`src/rtl/ddr_axi_pkg.sv`:
```
`default_nettype none
// +----------------------------------------------------------------------------+
// | Module   : ddr_axi_pkg                                                     |
// | Desc     : Shared types and helpers for the DDR AXI read/write controllers |
// | Revision : 1.0 - initial release                                          |
// +----------------------------------------------------------------------------+
package ddr_axi_pkg;

    typedef enum logic [1:0] {
        ST_IDLE = 2'd0,
        ST_REQ  = 2'd1,
        ST_DATA = 2'd2
    } rd_state_e;

    // AXI burst length field is beats-minus-one.
    function automatic logic [7:0] burst_beats_m1(input int burst_bytes, input int data_width);
        int beats;
        beats = burst_bytes / (data_width / 8);
        return 8'(beats - 1);
    endfunction

    function automatic int slice_count(input int axi_width, input int user_width);
        return axi_width / user_width;
    endfunction

    localparam int c_rd_slices = slice_count(128, 16);

endpackage
`default_nettype wire

```
`src/rtl/rd_ctrl_if.sv`:
```
`default_nettype none
// +----------------------------------------------------------------------------+
// | Module   : rd_ctrl_if                                                      |
// | Desc     : AXI read-request/data and user read-port bundle for rd_ctrl     |
// | Revision : 1.0 - initial release                                          |
// +----------------------------------------------------------------------------+
interface rd_ctrl_if #(
    parameter int USER_RD_DATA_WIDTH = 16,
    parameter int AXI_DATA_WIDTH     = 128,
    parameter int AXI_ADDR_WIDTH     = 32
);
    logic                          rd_req_en;
    logic                          rd_req_ack;
    logic [7:0]                    rd_burst_length;
    logic [AXI_ADDR_WIDTH-1:0]     rd_data_addr;
    logic [AXI_DATA_WIDTH-1:0]     rd_data_in;
    logic                          rd_data_valid;
    logic                          rd_data_last;
    logic                          rd_data_ready;
    logic [USER_RD_DATA_WIDTH-1:0] user_rd_data;
    logic                          user_rd_valid;
    logic                          user_rd_ready;

    // master is the read controller; slave is the AXI master plus the user consumer
    modport master (
        output rd_req_en, rd_burst_length, rd_data_addr, rd_data_ready,
               user_rd_data, user_rd_valid,
        input  rd_req_ack, rd_data_in, rd_data_valid, rd_data_last, user_rd_ready
    );

    modport slave (
        input  rd_req_en, rd_burst_length, rd_data_addr, rd_data_ready,
               user_rd_data, user_rd_valid,
        output rd_req_ack, rd_data_in, rd_data_valid, rd_data_last, user_rd_ready
    );
endinterface
`default_nettype wire

```
`src/rtl/rd_unpack.sv`:
```
`default_nettype none
// +----------------------------------------------------------------------------+
// | Module   : rd_unpack                                                       |
// | Desc     : Splits each AXI read beat into user words, LSB slice first      |
// | Revision : 1.0 - initial release                                          |
// +----------------------------------------------------------------------------+
module rd_unpack
    import ddr_axi_pkg::*;
#(
    parameter int USER_RD_DATA_WIDTH = 16,
    parameter int AXI_DATA_WIDTH     = 128
) (
    input  wire logic                          clk,
    input  wire logic                          reset_n,
    input  wire logic                          i_active,
    input  wire logic [AXI_DATA_WIDTH-1:0]     i_beat,
    input  wire logic                          i_beat_valid,
    output logic                               o_beat_ready,
    output logic [USER_RD_DATA_WIDTH-1:0]      o_word,
    output logic                               o_word_valid,
    input  wire logic                          i_word_ready
);
    localparam int                c_slices     = slice_count(AXI_DATA_WIDTH, USER_RD_DATA_WIDTH);
    localparam int                c_cnt_w      = (c_slices > 1) ? $clog2(c_slices) : 1;
    localparam logic [c_cnt_w-1:0] c_last_slice = c_cnt_w'(c_slices - 1);

    generate
        if (AXI_DATA_WIDTH % USER_RD_DATA_WIDTH != 0) begin : g_bad_width
            $error("USER_RD_DATA_WIDTH must divide AXI_DATA_WIDTH");
        end
    endgenerate

    logic [AXI_DATA_WIDTH-1:0] r_buf;
    logic                      r_full;
    logic [c_cnt_w-1:0]        r_cnt;
    logic                      w_last_slice;
    logic                      w_load;
    logic                      w_shift;

    assign w_last_slice = (r_cnt == c_last_slice);
    // Accepting while the final slice drains keeps beats back-to-back.
    assign o_beat_ready = i_active && (!r_full || (i_word_ready && w_last_slice));
    assign w_load       = i_beat_valid && o_beat_ready;
    assign w_shift      = r_full && i_word_ready;

    always_ff @(posedge clk or negedge reset_n) begin
        if (!reset_n) begin
            r_buf  <= '0;
            r_full <= 1'b0;
            r_cnt  <= '0;
        end else if (w_load) begin
            r_buf  <= i_beat;
            r_full <= 1'b1;
            r_cnt  <= '0;
        end else if (w_shift) begin
            r_buf <= r_buf >> USER_RD_DATA_WIDTH;
            if (w_last_slice) begin
                r_full <= 1'b0;
                r_cnt  <= '0;
            end else begin
                r_cnt <= r_cnt + 1'b1;
            end
        end
    end

    assign o_word       = r_buf[USER_RD_DATA_WIDTH-1:0];
    assign o_word_valid = r_full;

endmodule
`default_nettype wire

```
`src/rtl/rd_ctrl.sv`:
```
`default_nettype none
// +----------------------------------------------------------------------------+
// | Module   : rd_ctrl                                                         |
// | Desc     : DDR read controller: circular-window burst requests + unpacking |
// | Revision : 1.0 - initial release                                          |
// +----------------------------------------------------------------------------+
module rd_ctrl
    import ddr_axi_pkg::*;
#(
    parameter int USER_RD_DATA_WIDTH = 16,
    parameter int AXI_DATA_WIDTH     = 128,
    parameter int AXI_ADDR_WIDTH     = 32,
    parameter int RD_BURST_LENGTH    = 4096
) (
    input  wire logic                      clk,
    input  wire logic                      reset_n,
    input  wire logic                      ddr_init_done,
    input  wire logic                      user_rd_start,
    input  wire logic [AXI_ADDR_WIDTH-1:0] user_rd_base_addr,
    input  wire logic [AXI_ADDR_WIDTH-1:0] user_rd_end_addr,
    output logic                           rd_busy,
    rd_ctrl_if.master                      bus
);
    localparam logic [7:0]                c_beats_m1   = burst_beats_m1(RD_BURST_LENGTH, AXI_DATA_WIDTH);
    localparam logic [AXI_ADDR_WIDTH-1:0] c_burst_step = AXI_ADDR_WIDTH'(RD_BURST_LENGTH);

    logic                      r_sync_meta;
    logic                      r_ddr_rd_enable;
    rd_state_e                 r_state;
    logic                      r_req_en;
    logic                      r_addr_loaded;
    logic [AXI_ADDR_WIDTH-1:0] r_addr;
    logic [7:0]                r_burst_len;
    logic                      w_in_data;
    logic                      w_data_ready;
    logic                      w_beat_last;
    logic [AXI_ADDR_WIDTH-1:0] w_wrap_thresh;

    always_ff @(posedge clk or negedge reset_n) begin
        if (!reset_n) begin
            r_sync_meta     <= 1'b0;
            r_ddr_rd_enable <= 1'b0;
        end else begin
            r_sync_meta     <= ddr_init_done;
            r_ddr_rd_enable <= r_sync_meta;
        end
    end

    assign w_in_data     = (r_state == ST_DATA);
    assign w_beat_last   = bus.rd_data_valid && w_data_ready && bus.rd_data_last;
    assign w_wrap_thresh = user_rd_end_addr - c_burst_step;

    always_ff @(posedge clk or negedge reset_n) begin
        if (!reset_n) begin
            r_state       <= ST_IDLE;
            r_req_en      <= 1'b0;
            r_addr_loaded <= 1'b0;
            r_addr        <= '0;
        end else begin
            case (r_state)
                ST_IDLE: begin
                    if (r_ddr_rd_enable && user_rd_start) begin
                        r_state  <= ST_REQ;
                        r_req_en <= 1'b1;
                        // Later restarts resume where the window walk left off.
                        if (!r_addr_loaded) begin
                            r_addr        <= user_rd_base_addr;
                            r_addr_loaded <= 1'b1;
                        end
                    end
                end
                ST_REQ: begin
                    if (bus.rd_req_ack) begin
                        r_req_en <= 1'b0;
                        r_state  <= ST_DATA;
                    end
                end
                ST_DATA: begin
                    if (w_beat_last) begin
                        r_addr <= (r_addr >= w_wrap_thresh) ? user_rd_base_addr
                                                            : r_addr + c_burst_step;
                        if (user_rd_start && r_ddr_rd_enable) begin
                            r_state  <= ST_REQ;
                            r_req_en <= 1'b1;
                        end else begin
                            r_state <= ST_IDLE;
                        end
                    end
                end
                default: begin
                    r_state  <= ST_IDLE;
                    r_req_en <= 1'b0;
                end
            endcase
        end
    end

    // Zero until calibration so the port reads all-zero while idle.
    always_ff @(posedge clk or negedge reset_n) begin
        if (!reset_n) begin
            r_burst_len <= 8'd0;
        end else begin
            r_burst_len <= r_ddr_rd_enable ? c_beats_m1 : 8'd0;
        end
    end

    rd_unpack #(
        .USER_RD_DATA_WIDTH (USER_RD_DATA_WIDTH),
        .AXI_DATA_WIDTH     (AXI_DATA_WIDTH)
    ) u_unpack (
        .clk          (clk),
        .reset_n      (reset_n),
        .i_active     (w_in_data),
        .i_beat       (bus.rd_data_in),
        .i_beat_valid (bus.rd_data_valid),
        .o_beat_ready (w_data_ready),
        .o_word       (bus.user_rd_data),
        .o_word_valid (bus.user_rd_valid),
        .i_word_ready (bus.user_rd_ready)
    );

    assign bus.rd_req_en       = r_req_en;
    assign bus.rd_burst_length = r_burst_len;
    assign bus.rd_data_addr    = r_addr;
    assign bus.rd_data_ready   = w_data_ready;
    assign rd_busy             = (r_state != ST_IDLE);

endmodule
`default_nettype wire

```
`src/flat_wrapper.sv`:
```
// flat-port wrapper written by rule: the top's interface ports become plain ports
module rd_ctrl_flat import ddr_axi_pkg::*;
#(
    parameter int USER_RD_DATA_WIDTH = 16,
    parameter int AXI_DATA_WIDTH     = 128,
    parameter int AXI_ADDR_WIDTH     = 32,
    parameter int RD_BURST_LENGTH    = 4096
)
  (clk, reset_n, ddr_init_done, user_rd_start, user_rd_base_addr, user_rd_end_addr, rd_busy, bus_rd_req_en, bus_rd_burst_length, bus_rd_data_addr, bus_rd_data_ready, bus_user_rd_data, bus_user_rd_valid, bus_rd_req_ack, bus_rd_data_in, bus_rd_data_valid, bus_rd_data_last, bus_user_rd_ready);
  rd_ctrl_if #(.USER_RD_DATA_WIDTH(USER_RD_DATA_WIDTH), .AXI_DATA_WIDTH(AXI_DATA_WIDTH), .AXI_ADDR_WIDTH(AXI_ADDR_WIDTH)) bus_i ();
  input  wire logic clk;
  input  wire logic reset_n;
  input  wire logic ddr_init_done;
  input  wire logic user_rd_start;
  input  wire logic [AXI_ADDR_WIDTH-1:0] user_rd_base_addr;
  input  wire logic [AXI_ADDR_WIDTH-1:0] user_rd_end_addr;
  output logic rd_busy;
  output wire logic [$bits(bus_i.rd_req_en)-1:0] bus_rd_req_en;
  output wire logic [$bits(bus_i.rd_burst_length)-1:0] bus_rd_burst_length;
  output wire logic [$bits(bus_i.rd_data_addr)-1:0] bus_rd_data_addr;
  output wire logic [$bits(bus_i.rd_data_ready)-1:0] bus_rd_data_ready;
  output wire logic [$bits(bus_i.user_rd_data)-1:0] bus_user_rd_data;
  output wire logic [$bits(bus_i.user_rd_valid)-1:0] bus_user_rd_valid;
  input wire logic [$bits(bus_i.rd_req_ack)-1:0] bus_rd_req_ack;
  input wire logic [$bits(bus_i.rd_data_in)-1:0] bus_rd_data_in;
  input wire logic [$bits(bus_i.rd_data_valid)-1:0] bus_rd_data_valid;
  input wire logic [$bits(bus_i.rd_data_last)-1:0] bus_rd_data_last;
  input wire logic [$bits(bus_i.user_rd_ready)-1:0] bus_user_rd_ready;
  assign bus_rd_req_en = bus_i.rd_req_en;
  assign bus_rd_burst_length = bus_i.rd_burst_length;
  assign bus_rd_data_addr = bus_i.rd_data_addr;
  assign bus_rd_data_ready = bus_i.rd_data_ready;
  assign bus_user_rd_data = bus_i.user_rd_data;
  assign bus_user_rd_valid = bus_i.user_rd_valid;
  assign bus_i.rd_req_ack = bus_rd_req_ack;
  assign bus_i.rd_data_in = bus_rd_data_in;
  assign bus_i.rd_data_valid = bus_rd_data_valid;
  assign bus_i.rd_data_last = bus_rd_data_last;
  assign bus_i.user_rd_ready = bus_user_rd_ready;
  rd_ctrl #(.USER_RD_DATA_WIDTH(USER_RD_DATA_WIDTH), .AXI_DATA_WIDTH(AXI_DATA_WIDTH), .AXI_ADDR_WIDTH(AXI_ADDR_WIDTH), .RD_BURST_LENGTH(RD_BURST_LENGTH)) u_core (.clk(clk), .reset_n(reset_n), .ddr_init_done(ddr_init_done), .user_rd_start(user_rd_start), .user_rd_base_addr(user_rd_base_addr), .user_rd_end_addr(user_rd_end_addr), .rd_busy(rd_busy), .bus(bus_i));
endmodule
```
`config.mk`:
```
export PLATFORM = sky130hd
export DESIGN_NAME = rd_ctrl_flat
export DESIGN_NICKNAME = d
export VERILOG_FILES = /design/src/rtl/ddr_axi_pkg.sv /design/src/rtl/rd_ctrl_if.sv /design/src/rtl/rd_unpack.sv /design/src/rtl/rd_ctrl.sv /design/src/flat_wrapper.sv
export SDC_FILE = /design/constraint.sdc
export NUM_CORES = 1
export LEC_CHECK = 0
export CORE_MARGIN = 3
export CORE_UTILIZATION = 35
export CTS_CLUSTER_DIAMETER = 120
export DETAILED_ROUTE_END_ITERATION = 6
export GPL_TIMING_DRIVEN = 0
export HOLD_SLACK_MARGIN = 0.1
export SLEW_MARGIN = 0
export SYNTH_ARGS = -nofsm -noshare
export SYNTH_HDL_FRONTEND = slang
export SYNTH_SLANG_ARGS = --single-unit
```
`constraint.sdc`:
```
create_clock -name clk -period 3 [get_ports clk]
set_input_delay 0.6 -clock clk [delete_from_list [all_inputs] [get_ports clk]]
set_output_delay 0.6 -clock clk [all_outputs]
set_load 0.02 [all_outputs]
```
==> results.yml, run 1 <==
clock_tree:
  htree_levels: 4
  clock_path_buffers: 2
  clk_pin_slew_ns: 0.08
  cts-root-buf: "clkbuf_16"
  cts.sinks: 171
  cts_tree: "built"
  clk_latency_ns: 0.44
  cts_buffers: 17
synthesis:
  synth_edf_count: 0
  avgSynthCellArea_sq_um: 9.72
  synth_xor_area_share_pct: 1.70
  syn_area_sq_mm: 0.00928
  synth_most_common_cell: "nand2_1"
  ys_ff_latch: 171
  synth_ff_type: "dfrtp_1"
  yosys_warnings: 0
  syn_inst: 954
  ys_seq_area_share_pct: 46.1
  synth_common_cells: "nand2_1 (180), dfrtp_1 (171), o21ai_0 (132)"
  yosys.area_share.simple_pct: 14.8
  synthMuxAreaShare_pct: 13.5
  syn_nets: 1190
  synth_area_leaders: "dfrtp_1 (46%), mux2i_1 (12%), nand2_1 (7.3%), o21ai_0 (7.1%), ha_1 (4.9%)"
  synth_top_area_cell: "dfrtp_1"
  synth_top_cell_area_share_pct: 46.1
  async_reset_ff_share_pct: 100
  synth_cell_types: 51
  synth_top_family_by_area: "simple AND/OR/NAND/NOR gates"
  synth-compound-area-share_pct: 13.7
  synthAdderAreaFrac_pct: 4.86
setup_path:
  end_kind: "flip-flop"
  cp.arrival_ns: 4.09
  worstSetupStartpointType: "input pin"
  required_ns: 3.31
  critical_path_class: "in2reg"
  critPathMaxFanout: 5
status:
  violations: "setup timing"
  status: "complete, but fails checks"
worst_hold_path:
  min_path_type: "in2async"
floorplanning:
  dieWidth_um: 169
  initial_core_util_pct: 36.2
  core_sq_mm: 0.0256
  die_y_um: 169
  ios: 260
  fp-row-count: 58
  die-area_sq_mm: 0.0285
routing:
  routed_wl_mm: 29.4
  routed_via_density: 5.04
  dr.pass1.iters: 5
  avgRoutedWirePerCell_um: 18.5
  drc: 0
  ant_nets: 0
  initialDrtViolationCount: 508
  routed-via-count: 8047
pwr:
  p_comb_share_pct: 39.6
  power.leakage_nw: 5.92
  vdd_drop_max_mv: 0.377
  clkPwrFrac_pct: 21.3
  power.density_mw_per_mm2: 796
  switchingPower_mw: 4.02
  seqPwrFrac_pct: 39.1
  p_int_mw: 6.57
  p_sw_share_pct: 38.0
timing:
  rsz0062_at_grt: "true"
  max_slew_margin_pct: 46.4
  tightest_slew_ns: 0.804
  fin_worst_skew_ns: 0.0154
  fmax_mhz: 265
  period_share_pct: 126
  maxSlewViolCount: 0
  min_period_ns: 3.78
  hold_viol_final: 0
  worst_slack_ns: -0.779
  setup_viol: 32
flow_run:
  max_cap_violations: 0
cells_and_area:
  layout.nets: 1489
  drive_gt1_share_pct: 10.8
  layout.cells.non_filler: 1596
  n_antenna_cell: 0
  syn_to_final_growth_pct: 43.5
  fin_util_pct: 52.0
global_route:
  grt_antenna_before_repair: 6
  grt_max_degree: 106
  grt_overflow_total: 0
  grt_pass1_vias: 8082
  grt_use_total_pct: 20.4
  grt_pass1_wl_mm: 45.4
placed_design:
  place_inst: 1544
  hpwl_mm: 22.4
  portBuffers: 259
  gp_congestion: 0.819
-- layer usage --
layer	share of wire (%)	vias to the layer above	global-route usage, %
met5	0.31	-	0
met2	48	242	33.8
met1	43	3789	26.1
li1	-	3958	-
met3	7.4	46	6.24
met4	1.4	12	5.19
-- layout by cell type, fill, tap and decap left out, types with 3 or more instances in the layout --
cell type / count
a211oi_1: 10
a211oi_2: 6
a21o_1: 3
a21oi_1: 17
a221o_1: 16
and2_1: 17
buf_1: 7
buf_2: 4
buf_4: 39
buf_6: 7
buf_8: 4
clkbuf_1: 35
clkbuf_16: 18
clkbuf_2: 4
clkbuf_8: 3
clkdlybuf4s50_1: 252
clkinv_4: 3
clkinv_8: 4
dfrtp_1: 171
ha_1: 36
inv_1: 19
inv_8: 4
mux2_2: 6
mux2_4: 6
mux2i_1: 112
nand2_1: 180
nand2b_1: 3
nand3_1: 14
nand3b_1: 4
nand4_1: 11
nor2_1: 17
nor3_1: 10
nor4_1: 6
o211ai_1: 5
o21ai_0: 132
o31ai_2: 3
or3_1: 14
xnor2_1: 11
xor2_1: 7
-- final timing paths --
kind	start	endpoint	slack, ns	cells after the start
setup reg to reg	u_core.u_unpack.r_cnt[0]	u_core.bus.rd_data_addr[18]	-0.10	11
hold / removal	reset_n	u_core.u_unpack.r_buf[64]	0.1	1
max in group asynchronous	reset_n	u_core.bus.rd_data_addr[25]	1.99	2
hold reg to reg	u_core.r_sync_meta	u_core.r_ddr_rd_enable	0.36	0
setup / recovery	user_rd_end_addr[17]	u_core.bus.rd_data_addr[1]	-0.78	17
min in group clk	u_core.r_sync_meta	u_core.r_ddr_rd_enable	0.36	0
-- cells by family (layout without fill, tap and decap cells) --
logic type,count (synthesis),count (layout)
buffers and inverters,99,411
AND/OR/NAND/NOR,298,298
AO/OA/AOI/OAI,208,208
adder cells (fa/ha/maj),36,36
multiplexers,124,124
XOR/XNOR,18,18
flip-flops,171,171
-- what timing repair did --
item                                    4_1_cts  5_1_grt
endpoints found under the setup margin      142       33
hold buffers                                  0        0
pin swaps                                    17       24
gates resized for setup                      48       12
gates cloned                                  3        1
setup buffers                                11        6
endpoints found under the hold margin         0        0
-- area by class of cell --
class                           instances  area, sq um
Fill cell                            2385        12300
Sequential cell                       171         4280
Inverter                               19         71.3
Timing Repair Buffer                  280         2790
Multi-Input combinational cell        684         4680
Clock buffer                           17          425
Tap cell                              330          413
Buffer                                 80          477
Clock inverter                         15          175
-- through the flow --
stage / area (sq um) / setup TNS (ns) / setup WS [ns] / hold WS (ns) / total power, mW
3_3_place_gp: 12400 / -1174.61 / -6.19 / 0.338 / 8.13
3_5_place_dp: 12400 / -122.23 / -2.05 / 0.340 / 8.22
4_1_cts: 13200 / -25.47 / -0.864 / 0.116 / 10.6
2_1_floorplan: 9360 / -29.45 / -1.00 / 0.304 / 6.44
5_1_grt: 13300 / -28.23 / -0.915 / 0.127 / 11.3
6_report: 13300 / -22.95 / -0.779 / 0.0965 / 10.6
-- worst max-delay path: stages --
cell      delay, ns
buf_6          0.09
or4_4          0.55
nor4_4         0.30
buf_4          0.15
and3b_1        0.19
nand2_1        0.10
nor3_2         0.14
xnor2_1        0.09
ha_1           0.29
nand4_1        0.13
or3_4          0.37
a211oi_4       0.18
o41a_1         0.22
buf_6          0.16
o21ai_4        0.08
buf_6          0.16
mux2_4         0.29
-- flip-flops by register name, summed over array words and instances (netlist names) --
name / count
u_core.bus.rd_burst_length: 1
u_core.bus.rd_data_addr: 32
u_core.bus.rd_req_en: 1
u_core.r_addr_loaded: 1
u_core.r_ddr_rd_enable: 1
u_core.r_state: 2
u_core.r_sync_meta: 1
u_core.u_unpack.o_word_valid: 1
u_core.u_unpack.r_buf: 128
u_core.u_unpack.r_cnt: 3
-- power by group through the flow --
| stage | Clock [mW] | Combinational [mW] | Sequential [mW] |
|---|---|---|---|
| finish | 2.26 | 4.19 | 4.15 |
| global route | 2.40 | 4.64 | 4.27 |
| CTS | 2.32 | 4.15 | 4.14 |
| detailed placement | 0 | 4.05 | 4.18 |
| global placement | 0 | 3.96 | 4.17 |
| floorplan | 0 | 2.38 | 4.06 |
Note: power is estimated with default switching activity, not from simulation.
==> inputs of run 2 (changes only) <==
- CTS_CLUSTER_DIAMETER: 120 -> default
==> results of run 2 <==
Same layout as run 1: the final DEF is identical, and so are final timing and power.
==> inputs of run 3 (changes only) <==
- CELL_PAD_IN_SITES_DETAIL_PLACEMENT: default -> 1
- CELL_PAD_IN_SITES_GLOBAL_PLACEMENT: default -> 1
- PLACE_DENSITY_LB_ADDON: default -> 0.1
==> results.yml, run 3 (synthesis gave the netlist of run 1 again) <==
setup_path:
  r2r_setup_slack_ns: -0.23
  reg2reg_to: "u_core.bus.rd_data_addr[18]"
  end_kind: "flip-flop"
  required_ns: 3.31
  critPathMaxFanout: 10
  reg2reg_from: "u_core.u_unpack.r_cnt[0]"
  r2r.worst_path.cells: 11
  critical_path_class: "in2reg"
  worstSetupStartpointType: "input pin"
  cp.arrival_ns: 4.11
routing:
  dr.pass1.iters: 4
  routed_wl_mm: 31.9
  routed-via-count: 8255
  avgRoutedWirePerCell_um: 20.0
  drc: 0
  initialDrtViolationCount: 420
  routed_via_density: 5.17
  ant_nets: 0
pwr:
  switchingPower_mw: 4.13
  seqPwrFrac_pct: 39.2
  power.density_mw_per_mm2: 800
  p_comb_share_pct: 39.6
  p_sw_share_pct: 38.7
  vdd_drop_max_mv: 0.389
  clkPwrFrac_pct: 21.2
  power.leakage_nw: 5.91
  power_mw: 10.7
  p_int_mw: 6.53
clock_tree:
  clock_path_buffers: 2
  cts.sinks: 171
  clk_pin_slew_ns: 0.08
  htree_levels: 4
  cts_buffers: 17
  cts_tree: "built"
  cts-root-buf: "clkbuf_16"
  clk_latency_ns: 0.43
timing:
  period_share_pct: 127
  holdWs_ns: 0.0940
  setup_tns_ns: -24.90
  fin_worst_skew_ns: 0.0143
  hold_viol_final: 0
  fmax_mhz: 263
  min_period_ns: 3.80
  rsz0062_at_grt: "true"
  setup_viol: 32
  max_slew_margin_pct: 45.2
  tightest_slew_ns: 0.822
  worst_slack_ns: -0.799
  maxSlewViolCount: 0
global_route:
  grt_antenna_before_repair: 6
  grt_overflow_total: 0
  grt_use_total_pct: 21.9
  grt_max_degree: 113
  grt_pass1_vias: 8691
  grt_pass1_wl_mm: 48.8
cells_and_area:
  mostFrequentLayoutCell: "clkdlybuf4s50_1"
  layout.cells.non_filler: 1597
  mostFrequentLayoutCells: "clkdlybuf4s50_1 (250), nand2_1 (179), dfrtp_1 (171), o21ai_0 (132), mux2i_1 (112)"
  layout.nets: 1488
  fin_util_pct: 52.0
  largest-register: "u_core.u_unpack.r_buf"
  fin_area_sq_mm: 0.0133
  fillers: 2874
  largest_reg_flops: 128
  syn_to_final_growth_pct: 43.7
  drive_gt1_share_pct: 11.0
status:
  violations: "setup timing"
  status: "complete, but fails checks"
placed_design:
  pre_cts_ws_ns: -2.22
  hpwl_mm: 23.9
  place_inst: 1544
  place_area_sq_mm: 0.0124
  portBuffers: 259
  gp_congestion: 0.789
flow_run:
  max_cap_violations: 0
floorplanning:
  dieWidth_um: 169
  die-area_sq_mm: 0.0285
  core_sq_mm: 0.0256
  die_y_um: 169
  ios: 260
  fp-row-count: 58
  initial_core_util_pct: 36.2
worst_hold_path:
  min_path_type: "in2async"
[run 3: cell count changes in the layout (fill, tap and decap cells not counted), moves of 3 or more]
cell and change:
mux2_2 +6, mux2_4 -6, a211oi_2 +3, clkbuf_8 -3
[run 3: power groups by stage]
stage	combinational, mW	clock, mW	sequential (mW)
CTS	4.23	2.29	4.18
global placement	3.99	0	4.19
floorplan	2.38	0	4.06
detailed placement	4.12	0	4.21
finish	4.23	2.26	4.18
global route	4.65	2.40	4.31
[run 3: critical path, stage by stage]
cell and delay [ns]:
buf_8 0.09, or4_4 0.55, nor4_4 0.21, nand3b_1 0.18, nand2b_4 0.19, nor4_4 0.14, xnor2_1 0.16, ha_1 0.27
buf_4 0.15, a21oi_2 0.11, nand2_1 0.07, a211oi_2 0.19, o211ai_1 0.11, buf_4 0.18, buf_6 0.12, or2_4 0.28
buf_8 0.16, a221o_1 0.32
[run 3: worst max path at each step]
| stage | from | end | cells after the start |
|---|---|---|---|
| 2_1_floorplan | user_rd_end_addr[17] | u_core.bus.rd_data_addr[19] | 13 |
| 3_3_place_gp | reset_n | u_core.bus.rd_data_addr[5] | 1 |
| 3_5_place_dp | user_rd_end_addr[16] | u_core.bus.rd_data_addr[19] | 14 |
| 4_1_cts | user_rd_end_addr[16] | u_core.bus.rd_data_addr[22] | 17 |
| 5_1_grt | user_rd_end_addr[16] | u_core.bus.rd_data_addr[30] | 18 |
| 6_report | user_rd_end_addr[16] | u_core.bus.rd_data_addr[27] | 18 |
[run 3: metal layers]
layer | track usage (%) | share of wire, % | up-vias | wire length, um
met3 | 5.09 | 5.1 | 25 | 1640
met1 | 27.4 | 42 | 4067 | 13400
met4 | 4.91 | 1.1 | 8 | 344
li1 | - | - | 3955 | -
met2 | 38.5 | 52 | 200 | 16500
met5 | 0 | 0.18 | - | 58
[run 3: cell type report]
cell class	count	area (sq um)	area share, %
Antenna cell	2	5.00	0.0375
Buffer	79	455	3.42
Clock buffer	18	429	3.22
Clock inverter	14	175	1.31
Inverter	19	71.3	0.535
Multi-Input combinational cell	684	4660	35.0
Sequential cell	171	4280	32.1
Tap cell	330	413	3.10
Timing Repair Buffer	280	2840	21.3
[run 3: repair_timing]
action,4_1_cts,5_1_grt
setup buffers,17,2
setup endpoints to repair,142,45
gates cloned,1,1
hold buffers,0,0
gates resized for setup,52,16
pin swaps,30,3
endpoints found under the hold margin,0,0
==> patch 1, RTL diff (flow settings as in run 1) <==
`AXI_DATA_WIDTH` is set to 128 in 4 places; all go to 64.
--- a/src/rtl/rd_ctrl_if.sv
+++ b/src/rtl/rd_ctrl_if.sv
@@ -7,5 +7,5 @@
 interface rd_ctrl_if #(
     parameter int USER_RD_DATA_WIDTH = 16,
-    parameter int AXI_DATA_WIDTH     = 128,
+    parameter int AXI_DATA_WIDTH     = 64,
     parameter int AXI_ADDR_WIDTH     = 32
 );
--- a/src/rtl/rd_unpack.sv
+++ b/src/rtl/rd_unpack.sv
@@ -9,5 +9,5 @@
 #(
     parameter int USER_RD_DATA_WIDTH = 16,
-    parameter int AXI_DATA_WIDTH     = 128
+    parameter int AXI_DATA_WIDTH     = 64
 ) (
     input  wire logic                          clk,
--- a/src/rtl/rd_ctrl.sv
+++ b/src/rtl/rd_ctrl.sv
@@ -9,5 +9,5 @@
 #(
     parameter int USER_RD_DATA_WIDTH = 16,
-    parameter int AXI_DATA_WIDTH     = 128,
+    parameter int AXI_DATA_WIDTH     = 64,
     parameter int AXI_ADDR_WIDTH     = 32,
     parameter int RD_BURST_LENGTH    = 4096
--- a/src/flat_wrapper.sv
+++ b/src/flat_wrapper.sv
@@ -3,5 +3,5 @@
 #(
     parameter int USER_RD_DATA_WIDTH = 16,
-    parameter int AXI_DATA_WIDTH     = 128,
+    parameter int AXI_DATA_WIDTH     = 64,
     parameter int AXI_ADDR_WIDTH     = 32,
     parameter int RD_BURST_LENGTH    = 4096
Ports: changed (resized bus_rd_data_in); port bits go from 260 to 196. The function was not compared with the original's and may differ.
==> patch 1 against run 1 <==
  * The flow still finishes with violations (setup timing)
  * Fmax grew 3.4%
  * Sequential cell count shrank 65
  * Routed wire length shrank 35%
  * Largest cell class unchanged
  * Clock skew shrank 0.0060 ns
  * Count of clock-buffer cells in the layout shrank 8
  * Setup slack gained 0.12 ns
  * Utilization grew 1.0 points
  * Global-route usage shrank 0.56 points
  * Cell area shrank 31%
  * Combinational power shrank 7.9%
  * Synthesized area shrank 33%
  * Total power shrank 27%
==> patch 1: results (changes against run 1) <==
* Met3 capacity usage during global routing at 3.265% (was 6.235%)
* Top fanout value on the critical path at 6 (was 5)
* First-pass detailed-route iteration total at 4 (was 5)
* Number of flip-flops in the largest register at 64 (was 128)
* Number of global-route vias before repair at 5910 (was 8082)
* PnR worst setup slack at -0.6555 ns (was -0.7791 ns)
* Number of cells in the design after placement at 1074 (was 1544)
* Total met2 wirelength after detailed routing at 9.211 mm (was 14.04 mm)
* End point of the critical path: u_core.bus.rd_data_addr[30]$_DFFE_PN0P_ (was u_core.bus.rd_data_addr[1]$_DFFE_PN0P_)
* Final total negative setup slack at -19.42 ns (was -22.95 ns)
* Top cells by area in the synthesized netlist: dfrtp_1 42%, mux2i_1 9.0%, ha_1 7.0% (was dfrtp_1 46%, mux2i_1 12%, nand2_1 7.3%)
* Layout cells sized above 1 at 14.69% (was 10.82%)
* Synthesized instance count at 653 (was 954)
* Setup Viol. Count Final at 32 (unchanged)
* Data arrival time of the critical path at 3.90 ns (was 4.09 ns)
* Htree depth at 3 (was 4)
* Clk_skew at 0.009474 ns (was 0.01545 ns)
* Most used standard cells in the synthesized netlist: 113 x nand2_1, 106 x dfrtp_1, 76 x o21ai_0 (was 180 x nand2_1, 171 x dfrtp_1, 132 x o21ai_0)
* Wire length of the first global-routing pass at 31.09 mm (was 45.40 mm)
* Initial detailed-routing violation count at 260 (was 508)
* Outcome: complete, but fails checks (unchanged)
* Clock latency on the worst-skew pair at 0.36 ns (was 0.44 ns)
* Crit. Startpoint: user_rd_end_addr[16] (was user_rd_end_addr[17])
* Max stage delay on crit path at 0.45 ns (was 0.55 ns)
* Met1 usage in global routing at 26.70% (was 26.07%)
* Worst r2r dst: u_core.bus.rd_data_addr[25]$_DFFE_PN0P_ (was u_core.bus.rd_data_addr[18]$_DFFE_PN0P_)
* Flop2flop setup slack at 0.30 ns (was -0.10 ns)
* Global-route usage over all layers at 19.82% (was 20.38%)
* Violated checks: setup timing (unchanged)
* Filler cell count in the final layout at 1524 (was 2385)
* Worst vdd rail ir drop at 0.0004840 V (was 0.0003774 V)
* Placer's final routability congestion estimate at 0.8744 (was 0.8186)
* Number of post-CTS setup repair buffers at 14 (was 11)
* Final HPWL from detailed placement at 14.99 mm (was 22.38 mm)
* Via density per instance at 5.111 (was 5.042)
* Largest net degree at the start of global routing at 63 (was 106)
* Sequential-to-total area share from yosys stat at 42.48% (was 46.13%)
* Sequential share of power at 33.3% (was 39.1%)
* Met2 routing resource usage after global routing at 32.93% (was 33.79%)
[patch 1: cell count changes in the layout (fill, tap and decap cells not counted), moves of 15 or more]
cell,before,now
dfrtp_1,171,106
clkdlybuf4s50_1,252,181
nand2_1,180,113
a221o_1,16,1
mux2i_1,112,55
o21ai_0,132,70
[patch 1: layout make-up]
| class | instances | area, µm² | share of cell area, % |
|---|---|---|---|
| Timing Repair Buffer | 217 | 2158 | 23.47 |
| Clock buffer | 9 | 225.2 | 2.449 |
| Tap cell | 225 | 281.5 | 3.061 |
| Clock inverter | 7 | 95.09 | 1.034 |
| Sequential cell | 106 | 2653 | 28.84 |
| Multi-Input combinational cell | 468 | 3342 | 36.34 |
| Inverter | 24 | 90.09 | 0.9796 |
| Buffer | 54 | 351.6 | 3.823 |
[patch 1: stage by stage]
stage | setup slack [ns] | cell area [µm²] | utilization (%)
after floorplan | -0.8140 | 6305 | -
after global routing | -0.8479 | 9196 | 52.98
after detailed placement | -1.665 | 8563 | 49.34
after global placement | -2.741 | 8538 | 49.19
after CTS | -0.8216 | 9131 | 52.61
final | -0.6555 | 9196 | 52.98
[patch 1: cells by family (layout without fill, tap and decap cells)]
group,after synthesis,in the layout,synth area share (%)
buffers and inverters,79,311,7.013
AOI/OAI and AO/OA,144,144,14.29
xor gates and xnor gates,18,18,2.525
and+or+nand+nor,203,203,15.13
muxes,68,68,11.56
adders and majority gates,35,35,7.013
DFF,106,106,42.48
[patch 1: critical path, delay by kind of cell]
family | cells | cell delay (ns)
AND/OR/NAND/NOR | 7 | 1.53
AO/OA/AOI/OAI | 5 | 1.10
buffers and inverters | 2 | 0.27
adder cells (fa/ha/maj) | 1 | 0.26
XOR/XNOR | 1 | 0.14
==> patch 2, RTL diff (flow settings as in run 1) <==
Made on the original files. Reset style: synchronous (`reset_n`), changed in 4 clocked blocks.
--- a/src/rtl/rd_unpack.sv
+++ b/src/rtl/rd_unpack.sv
@@ -44,5 +44,5 @@
     assign w_shift      = r_full && i_word_ready;
 
-    always_ff @(posedge clk or negedge reset_n) begin
+    always_ff @(posedge clk) begin
         if (!reset_n) begin
             r_buf  <= '0;
--- a/src/rtl/rd_ctrl.sv
+++ b/src/rtl/rd_ctrl.sv
@@ -37,5 +37,5 @@
     logic [AXI_ADDR_WIDTH-1:0] w_wrap_thresh;
 
-    always_ff @(posedge clk or negedge reset_n) begin
+    always_ff @(posedge clk) begin
         if (!reset_n) begin
             r_sync_meta     <= 1'b0;
@@ -51,5 +51,5 @@
     assign w_wrap_thresh = user_rd_end_addr - c_burst_step;
 
-    always_ff @(posedge clk or negedge reset_n) begin
+    always_ff @(posedge clk) begin
         if (!reset_n) begin
             r_state       <= ST_IDLE;
@@ -97,5 +97,5 @@
 
     // Zero until calibration so the port reads all-zero while idle.
-    always_ff @(posedge clk or negedge reset_n) begin
+    always_ff @(posedge clk) begin
         if (!reset_n) begin
             r_burst_len <= 8'd0;
Check against the original RTL: differs if reset_n is asserted again (counterexample within 4 cycles, from zero or initial values and one cycle with reset_n low); with reset_n held inactive, the same outputs for 4 cycles.
==> patch 2 against run 1 <==
  * The run still ends with setup timing left
  * Critical path depth rose by 1
  * Synthesized area decreased by 3.7%
  * Setup slack got worse by 0.16 ns
  * Cell area down 1.9%
  * Highest routed layer unchanged
  * Routed wire length is 12% higher
  * Sequential cell count is the same
  * Cell count grew 12%
Power is not compared: it rests on default switching activity, and its combinational part moved more than twofold at a synthesized area within 25%.
==> patch 2: results (changes against run 1) <==
* Outcome: complete, but fails checks (unchanged)
* Violated checks: setup timing (unchanged)
* Average wire length per cell after detail routing at 18.45 µm (about the same)
* Instance area after placement at 11960 µm² (was 12400 µm²)
* Total met2 wirelength after detailed routing at 14.56 mm (was 14.04 mm)
* Number of clock buffer instances in the layout at 18 (was 17)
* Setup Viol. Count Final at 32 (unchanged)
* Wire length of the first global-routing pass at 51.51 mm (was 45.40 mm)
* Place WS at -1.975 ns (was -2.047 ns)
* Global-route usage over all layers at 23.04% (was 20.38%)
* Post-route insts no fill at 1783 (was 1596)
* Filler cell count in the final layout at 2415 (was 2385)
* HP Class: register to register (was primary input to asynchronous set/reset pin)
* Flop2flop setup slack at 0.13 ns (was -0.10 ns)
* Most used standard cells in the synthesized netlist: 171 x dfxtp_1, 171 x nand2_1, 157 x nand3_1 (was 180 x nand2_1, 171 x dfrtp_1, 132 x o21ai_0)
* Total of buffers placed on input and output ports at 257 (was 259)
* Async set-reset flop share out of synthesis at 0% (was 100.0%)
* Worst R2R Start: u_core.u_unpack.r_cnt[0]$_SDFFE_PP0P_ (was u_core.u_unpack.r_cnt[0]$_DFFE_PN0P_)
* Number of cells in the design after placement at 1727 (was 1544)
* Number of global-route vias before repair at 9270 (was 8082)
* Inverter count at 18 (was 19)
* Placer's final routability congestion estimate at 0.8769 (was 0.8186)
* Top fanout value on the critical path at 4 (was 5)
* Final HPWL from detailed placement at 24.96 mm (was 22.38 mm)
* Non-clock buffer share at 26.31% (was 24.56%)
* Worst Reg-to-Reg Cells at 10 (was 11)
* Final total negative setup slack at -25.95 ns (was -22.95 ns)
* Number of sequential cells in the layout at 171 (unchanged)
* Sequential-to-total area share from yosys stat at 38.32% (was 46.13%)
* First-pass detailed-route iteration total at 6 (was 5)
* Slew @ Worst Pin at 0.7676 ns (was 0.8042 ns)
* PnR worst setup slack at -0.9348 ns (was -0.7791 ns)
* Final core utilization at 52.93% (was 51.98%)
* Ys flop type: dfxtp_1 (was dfrtp_1)
* Tightest hold margin at 0.4410 ns (was 0.09651 ns)
* Via density per instance at 5.377 (was 5.042)
* Area occupied by registers at 3423 µm² (was 4279 µm²)
* Final instance area at 13060 µm² (was 13320 µm²)
* Number of distinct standard cells referenced by the synthesized netlist at 52 (was 51)
* Post-layout net count at 1681 (was 1489)
patch 2: changes by cell type in the layout (fill, tap and decap cells not counted), sizes merged, moves of 33 or more:
| cell | delta |
|---|---|
| o21ai | -101 |
| mux2i | -110 |
| a311oi | +112 |
| clkbuf | +46 |
| dfrtp | -171 |
| dfxtp | +171 |
| nor2 | +119 |
| a21oi | +33 |
| nand3 | +143 |
patch 2: timing repair:
| item | in CTS | in global routing |
|---|---|---|
| gates resized for setup | 73 | 41 |
| setup buffers | 17 | 8 |
| gates cloned | 4 | 0 |
| pin swaps | 30 | 24 |
| hold endpoints to repair | 0 | 0 |
| setup endpoints to repair | 32 | 45 |
patch 2: worst max path at each step:
stage,from,to,slack (ns)
after floorplan,user_rd_end_addr[17],u_core.bus.rd_data_addr[29]$_SDFFE_PN0P_,-0.89
after global placement,user_rd_end_addr[15],u_core.bus.rd_data_addr[29]$_SDFFE_PN0P_,-1.98
after detailed placement,user_rd_end_addr[15],u_core.bus.rd_data_addr[29]$_SDFFE_PN0P_,-1.97
after CTS,user_rd_end_addr[16],u_core.bus.rd_data_addr[24]$_SDFFE_PN0P_,-0.89
after global routing,user_rd_end_addr[16],u_core.bus.rd_data_addr[23]$_SDFFE_PN0P_,-1.07
final,user_rd_end_addr[16],u_core.bus.rd_data_addr[29]$_SDFFE_PN0P_,-0.93
patch 2: power by group through the flow:
stage | Combinational [mW] | Clock, mW | Sequential [mW]
2_1_floorplan | 0.216 | 0 | 2.39
3_3_place_gp | 0.607 | 0 | 2.39
3_5_place_dp | 0.612 | 0 | 2.39
4_1_cts | 0.636 | 2.35 | 2.34
5_1_grt | 0.695 | 2.45 | 2.34
6_report | 0.645 | 2.31 | 2.34
patch 2: critical path, cell delays in order:
cell	delay, ns
buf_6	0.09
or4_4	0.54
nor2_4	0.11
nand2_2	0.07
or2_4	0.26
nand2b_4	0.16
nor4_4	0.15
xnor2_1	0.15
ha_1	0.26
nand4_1	0.17
nor3_4	0.09
a2111oi_4	0.39
o221ai_4	0.19
a21o_1	0.24
buf_6	0.14
buf_12	0.12
or4_4	0.41
a41oi_2	0.13
patch 2: cell families after synthesis:
kind of cell	after synthesis	synth area share [%]
buffers and inverters	141	7.018
flip-flops	171	38.32
adder cells (fa/ha/maj)	36	5.043
AND/OR/NAND/NOR	538	27.22
AO/OA/AOI/OAI	241	20.51
multiplexers	2	0.2241
XOR/XNOR	17	1.667
patch 2: layer usage:
metal / global-route usage [%] / vias to the layer above
met4: 6.401 / 4
li1: - / 4741
met2: 35.75 / 359
met3: 5.427 / 50
met1: 32.22 / 4433
met5: 0 / -
